`src/rtl/hex_display_scan_if.sv`:
```
// hex_display_scan_if: display word/controls from the UI side, panel pins back out
interface hex_display_scan_if #(
    parameter int NUM_DIGITS = 6
);
    logic [4*NUM_DIGITS-1:0] disp;
    logic                    dispValid;
    logic                    blank;
    logic                    lzs;
    logic [6:0]              seg;
    logic                    dp;
    logic [NUM_DIGITS-1:0]   dig;
    modport master (output disp, dispValid, blank, lzs, input seg, dp, dig);
    modport slave (input disp, dispValid, blank, lzs, output seg, dp, dig);
endinterface

```
`src/rtl/hex_display_scan.sv`:
```
// hex_display_scan: frame-latched multiplexed hex driver for a 7-segment panel
module hex_display_scan #(
    parameter int NUM_DIGITS     = 6,
    parameter int CLK_DIV        = 1000,
    parameter int GHOST_CYCLES   = 50,
    parameter bit SEG_ACTIVE_LOW = 1,
    parameter bit DIG_ACTIVE_LOW = 1
) (
    input logic               clk,
    input logic               rst,
    hex_display_scan_if.slave bus
);
    localparam int CW = CLK_DIV > 1 ? $clog2(CLK_DIV) : 1;
    localparam int IW = NUM_DIGITS > 1 ? $clog2(NUM_DIGITS) : 1;
    localparam logic [CW-1:0] CNT_MAX = CW'(CLK_DIV - 1);
    localparam logic [CW-1:0] GHOST = CW'(GHOST_CYCLES);
    localparam logic [IW-1:0] IDX_MAX = IW'(NUM_DIGITS - 1);
    localparam logic [NUM_DIGITS-1:0] ONE = NUM_DIGITS'(1);
    localparam logic [111:0] HEX = {7'h71, 7'h79, 7'h5E, 7'h39, 7'h7C, 7'h77, 7'h6F, 7'h7F,
                                    7'h07, 7'h7D, 7'h6D, 7'h66, 7'h4F, 7'h5B, 7'h06, 7'h3F};
    logic [CW-1:0]           cnt;
    logic [IW-1:0]           idx;
    logic [4*NUM_DIGITS-1:0] shadow;
    logic                    have_data;
    logic                    stale;
    logic                    slot_end;
    logic                    frame_end;
    logic [NUM_DIGITS-1:0]   zero_from;
    logic [3:0]              nib;
    logic                    lit;
    logic [6:0]              seg_q;
    logic [NUM_DIGITS-1:0]   dig_q;
    logic                    dp_q;
    assign slot_end = cnt == CNT_MAX;
    assign frame_end = slot_end && idx == IDX_MAX;
    assign nib = shadow[4*idx +: 4];
    for (genvar g = 0; g < NUM_DIGITS; g++) begin : g_zero
        assign zero_from[g] = ~|shadow[4*NUM_DIGITS-1:4*g];
    end
    assign lit = !bus.blank && have_data && cnt >= GHOST && !(bus.lzs && idx != '0 && zero_from[idx]);
    // Prescaler, digit index and frame-end latch of the display word
    always_ff @(posedge clk or posedge rst) begin
        if (rst) begin
            cnt       <= '0;
            idx       <= '0;
            shadow    <= '0;
            have_data <= 1'b0;
            stale     <= 1'b0;
        end else begin
            cnt <= slot_end ? '0 : cnt + 1'b1;
            if (slot_end)
                idx <= idx == IDX_MAX ? '0 : idx + 1'b1;
            if (frame_end) begin
                if (bus.dispValid) begin
                    shadow    <= bus.disp;
                    have_data <= 1'b1;
                    stale     <= 1'b0;
                end else begin
                    stale <= have_data;
                end
            end
        end
    end
    // Registered panel drive in active-high form; polarity applied at the pins
    always_ff @(posedge clk or posedge rst) begin
        if (rst) begin
            seg_q <= '0;
            dig_q <= '0;
            dp_q  <= 1'b0;
        end else begin
            seg_q <= lit ? HEX[7*nib +: 7] : 7'h00;
            dig_q <= lit ? ONE << idx : '0;
            dp_q  <= lit && idx == '0 && stale;
        end
    end
    assign bus.seg = SEG_ACTIVE_LOW ? ~seg_q : seg_q;
    assign bus.dp  = SEG_ACTIVE_LOW ? ~dp_q : dp_q;
    assign bus.dig = DIG_ACTIVE_LOW ? ~dig_q : dig_q;
endmodule

```
`src/flat_wrapper.sv`:
```
// flat-port wrapper written by rule: the top's interface ports become plain ports
module hex_display_scan_flat 
#(
    parameter int NUM_DIGITS     = 6,
    parameter int CLK_DIV        = 1000,
    parameter int GHOST_CYCLES   = 50,
    parameter bit SEG_ACTIVE_LOW = 1,
    parameter bit DIG_ACTIVE_LOW = 1
)
  (clk, rst, bus_disp, bus_dispValid, bus_blank, bus_lzs, bus_seg, bus_dp, bus_dig);
  hex_display_scan_if #(.NUM_DIGITS(NUM_DIGITS)) bus_i ();
  input logic clk;
  input logic rst;
  input wire logic [$bits(bus_i.disp)-1:0] bus_disp;
  input wire logic [$bits(bus_i.dispValid)-1:0] bus_dispValid;
  input wire logic [$bits(bus_i.blank)-1:0] bus_blank;
  input wire logic [$bits(bus_i.lzs)-1:0] bus_lzs;
  output wire logic [$bits(bus_i.seg)-1:0] bus_seg;
  output wire logic [$bits(bus_i.dp)-1:0] bus_dp;
  output wire logic [$bits(bus_i.dig)-1:0] bus_dig;
  assign bus_i.disp = bus_disp;
  assign bus_i.dispValid = bus_dispValid;
  assign bus_i.blank = bus_blank;
  assign bus_i.lzs = bus_lzs;
  assign bus_seg = bus_i.seg;
  assign bus_dp = bus_i.dp;
  assign bus_dig = bus_i.dig;
  hex_display_scan #(.NUM_DIGITS(NUM_DIGITS), .CLK_DIV(CLK_DIV), .GHOST_CYCLES(GHOST_CYCLES), .SEG_ACTIVE_LOW(SEG_ACTIVE_LOW), .DIG_ACTIVE_LOW(DIG_ACTIVE_LOW)) u_core (.clk(clk), .rst(rst), .bus(bus_i));
endmodule
```
`config.mk`:
```
export PLATFORM = sky130hd
export DESIGN_NAME = hex_display_scan_flat
export DESIGN_NICKNAME = d
export VERILOG_FILES = /design/src/rtl/hex_display_scan_if.sv /design/src/rtl/hex_display_scan.sv /design/src/flat_wrapper.sv
export SDC_FILE = /design/constraint.sdc
export NUM_CORES = 1
export LEC_CHECK = 0
export CORE_MARGIN = 10
export CORE_UTILIZATION = 50
export DETAILED_ROUTE_END_ITERATION = 6
export PLACE_DENSITY = 0.84
export SLEW_MARGIN = 20
export SYNTH_ARGS = -nofsm -noshare
export SYNTH_HDL_FRONTEND = slang
export SYNTH_SLANG_ARGS = --single-unit
```
`constraint.sdc`:
```
create_clock -name clk -period 3.7 [get_ports clk]
set_clock_uncertainty 0.2 [all_clocks]
set_input_delay 0.925 -clock clk [delete_from_list [all_inputs] [get_ports clk]]
set_output_delay 0.925 -clock clk [all_outputs]
set_load 0.01 [all_outputs]
```
# Yosys cells after proc, flatten, opt, wreduce, memory -nomap -nowiden
# Index checks and enable logic that the tools add are counted.
[classes]
n_addsub = 2
multipliers = 1
div = 0
order_cmp = 2
n_eq_ne = 2
shifts = 3
mux = 7
bitwise_logic = 3
reduce_logical = 25
[op_table]
columns = ["operator", "n"]
rows = [
  ["112-bit by 8-bit indexed part select with 7-bit output, first input constant", 1],
  ["24-bit OR reduction", 1],
  ["24-bit by 6-bit indexed part select with 4-bit output", 1],
  ["20-bit OR reduction", 1],
  ["16-bit OR reduction", 1],
  ["12-bit OR reduction", 1],
  ["10-bit by 1-bit adder with 10-bit output, second input constant", 1],
  ["10-bit == test, second input constant", 1],
  ["10-bit by 6-bit greater-or-equal comparator with 1-bit output, second input constant", 1],
  ["10-bit two-way mux", 1],
  ["1-bit logical AND", 8],
  ["1-bit logical NOT", 8],
  ["8-bit OR reduction", 1],
  ["3-bit by 4-bit multiplier with 7-bit output, first input constant", 1],
  ["7-bit two-way mux", 1],
  ["7-bit inverter", 1],
  ["6-bit two-way mux", 1],
  ["6-bit inverter", 1],
  ["1-bit by 3-bit << shifter with 6-bit output, first input constant", 1],
  ["3-bit by 4-bit less-than comparator with 1-bit output, second input constant", 1],
  ["4-bit OR reduction", 1],
  ["3-bit by 1-bit adder with 3-bit output, second input constant", 1],
  ["1-bit binary-select mux with 3-bit select", 1],
  ["3-bit == test, second input constant", 1],
  ["6 further kinds", 7],
]
[word_totals]
reg_bits = 53
latchBits = 0
mem_bits_rw = 0
romBits = 0
in_bits = 29
output_inout_bits = 14
memories = 0

# Longest topological paths before layout
[depth]
word_depth = 9
depth_mapped = 9

# Worst setup path after synthesis
# OpenSTA, ideal clock, no wires.
[synth_timing]
kind = "reg2reg"
startpoint = "register u_core.idx[1]"
endpoint = "register u_core.seg_q[0]"
setup_ps = 82
t_arrival_ps = 2210
path_slack_ps = 1208
stages_incl_launch_ff = 7
path_buffers = 0
period_less_slack_ps = 2492
path_cell_list = "dfrtp_1 mux4_1 a21oi_1 inv_1 ha_1 or3b_1 a31oi_1"
[synth_via]
elab_chain_len = 6
[synth_lines]
columns = ["element", "line_no", "source"]
rows = [
  ["start, declared", "hex_display_scan.sv:22", "logic [IW-1:0] idx;"],
  ["start signal, assigned", "hex_display_scan.sv:52", "idx <= idx == IDX_MAX ? '0 : idx + 1'b1;"],
  ["parallel branches: the longest is 5 deep, another holds 3-bit by 4-bit multiplier with 7-bit output", "--", ""],
  ["7-bit two-way mux (*)", "hex_display_scan.sv:71", "seg_q <= lit ? HEX[7*nib +: 7] : 7'h00;"],
  ["end signal, assigned", "hex_display_scan.sv:71", ""],
  ["end, declared", "hex_display_scan.sv:31", "logic [6:0] seg_q;"],
]
# Mark *: on every way between the ends. The select of a mux whose other input is x is not followed.
# A chain may end at the register's enable or synchronous reset.

# Final worst setup path
# Ends and elaborated chain as after synthesis.

==> impl_metrics.toml <==
[clock_tree]
cts_setup_buffers = 0
clock_sinks = 53
clockBufferDepth = 2
clock_latency_ps = 310
clkTransAtPathRegs_ps = 90
cts-root-buf = "clkbuf_8"
htree_levels = 2
cts_tree = "done"
cts_made_buffers = 5
ctsResizeCount = 0
cts_hold_buf = 0

[synth]
synthAdderAreaFrac_pct = 4.306
synth_top_area_share_pct = 50.72
synthTopCellsByCount = "dfrtp_1 (53), inv_1 (21), mux2_1 (18), nor2_1 (18), mux2_2 (12)"
async_flop_share_pct = 100.0
netlist_area_um2 = 2615
synth-edff-count = 0
yosys.area_share.simple_pct = 14.21
synthMuxAreaShare_pct = 16.99
synth-seq-area-share_pct = 50.72
synth_warnings = 0
synth_compound_area_share_pct = 6.077
synth_top_family_by_area = "multiplexers"
synthXorXnorAreaFrac_pct = 2.679
syn_area_per_cell_um2 = 11.42
yosysUniqueCellTypes = 46
synth_flop_cell = "dfrtp_1"
synthCells = 229
yosysMostFrequentCell = "dfrtp_1"
yosysTopAreaCell = "dfrtp_1"
ys_seq_elements = 53
syn_nets = 267
synth.top_cells.by_area = "dfrtp_1 (51%), mux2_1 (7.8%), mux2_2 (5.2%)"

[critical_path]
worstPathRequired_ps = 3710
worstSetupPathType = "reg -> reg"
rr_startpoint = "u_core.idx[1]$_DFFE_PP0N_"
slowest_stage = "mux4_1"
reg2reg_to = "u_core.seg_q[0]$_DFF_PP0_"
cp-start-kind = "flip-flop"
cpPeakStageDelay_ps = 610
reg2reg_depth = 6
r2r_slack_ps = 700
path_max_fanout = 13
path_cells = "mux4_1 > a21oi_1 > inv_1 > ha_1 > or3b_1 > a31oi_1"
end_kind = "flip-flop"
cp.arrival_ps = 3010

[finish]
nets = 313
drive_gt1_share_pct = 11.96
diodes = 0
num-fill-cells = 428
syn2layout_area_growth_pct = 22.34
finalNonFillerCells = 346
final-seq-area_um2 = 1326
multiInputGateArea_um2 = 1157
fin_util_pct = 63.04

[min_path]
hp-start = "u_core.cnt[0]$_DFF_PP0_"
hold_class = "reg -> reg"
hold_end = "u_core.cnt[0]$_DFF_PP0_"
hold_path_depth = 1

[die]
ioPinCount = 43
rows = 26
core_area_um2 = 5075
die_x_um = 92.32
dieArea_um2 = 8523
die_y_um = 92.32
start_util_pct = 51.53

[global_route]
grt_pass1_vias = 1940
antenna_found_initial = 0
gr-total-overflow = 0
grt_max_degree = 26
grt_use_total_pct = 12.89
grt_pass1_wl_um = 9183

[route]
vias = 1855
ant_nets = 0
firstDrtPassIters = 4
wirelength_um = 5136
drc = 0
vias_per_cell = 5.361
drt_iter0_markers = 140
wire_per_inst_um = 14.84

[sta]
slew_headroom_pct = 60.17
tightestPinTransition_ps = 594.3
fin_crit_sh_pct = 80.95
layout_min_cycle_time_ps = 2995
rsz0062_at_grt = "no"
hold_viol = 0
setup_tns_ps = 0
finalSetupViolCount = 0
hold_slack_ps = 284.3
max_freq_mhz = 333.9
report.final.slew_viol_count = 0

[place]
dp_hpwl_um = 3990
dp_cells = 338
portBuffers = 42
gp_congestion = 0.9155

[power]
power_density_nw_per_um2 = 291.4
vdd_drop_max_v = 0.0002456
p_leak_nw = 1.497

[status]
outcome = "complete, no violations"

[flow_run]
drv_cap = 0
[state kept, by name (all words and copies together), names as in the netlist]
signal / count
u_core.shadow: 24
u_core.cnt: 10
u_core.seg_q: 7
u_core.dig_q: 6
u_core.idx: 3
u_core.dp_q: 1
u_core.have_data: 1
u_core.stale: 1
[metal layers]
layer | share of wire [%] | GRT usage [%]
met1 | 45 | 16.11
met2 | 45 | 20.47
met3 | 7.9 | 4.439
met4 | 1.5 | 4.242
met5 | 0 | 0
[layout by cell type, fill, tap and decap left out, types with 7 or more instances in the layout]
master	instances
clkdlybuf4s50_1	42
inv_1	20
mux2_1	18
nor2_1	18
nor4_1	8
mux2_2	12
ha_1	9
nor3_1	7
dfrtp_1	53
nand2_1	11
[kinds of logic after synthesis]
family                     count (synthesis)
and+or+nand+nor                           71
AOI/OAI and AO/OA                         21
muxes                                     36
buffers and inverters                     31
DFF                                       53
adders and majority gates                  9
xor gates and xnor gates                   8
[area by class of cell]
cell class	instances	share of cell area, %
clock buffers	8	2.503
inverters	22	2.581
multi-input cells	145	36.18
flip-flops and latches	53	41.45
well taps	70	2.738
repair buffers	48	14.55
[per-stage QoR]
step	setup slack [ps]	total power, mW	cell area, um^2
6_report	704.8	0.9321	3199
5_1_grt	420.2	0.9607	3199
4_1_cts	734.0	0.9404	3199
3_5_place_dp	735.7	0.6342	3119
3_3_place_gp	846.7	0.6337	3119
2_1_floorplan	1209	0.5995	2615
[worst max path at each step]
stage                               from                         to  cells after the start
2_1_floorplan  u_core.idx[1]$_DFFE_PP0N_  u_core.seg_q[0]$_DFF_PP0_                      6
3_3_place_gp   u_core.idx[1]$_DFFE_PP0N_  u_core.seg_q[0]$_DFF_PP0_                      6
3_5_place_dp   u_core.idx[1]$_DFFE_PP0N_  u_core.seg_q[0]$_DFF_PP0_                      6
4_1_cts        u_core.idx[1]$_DFFE_PP0N_  u_core.seg_q[0]$_DFF_PP0_                      6
5_1_grt        u_core.idx[1]$_DFFE_PP0N_  u_core.seg_q[0]$_DFF_PP0_                      6
6_report       u_core.idx[1]$_DFFE_PP0N_  u_core.seg_q[0]$_DFF_PP0_                      6
[critical path, delay by kind of cell, from the launching register on]
kind | cells | cell delay (ps)
and+or+nand+nor | 1 | 380
muxes | 1 | 610
AOI/OAI and AO/OA | 2 | 670
DFF | 1 | 600
buffers and inverters | 1 | 150
adders and majority gates | 1 | 290
[report_power, final]
part | switching (mW) | total (mW) | internal (mW)
Sequential | 0 | 0.579 | 0.579
Combinational | 0.0153 | 0.0428 | 0.0275
Clock | 0.176 | 0.311 | 0.135
Power figures use the tool's default switching activity.
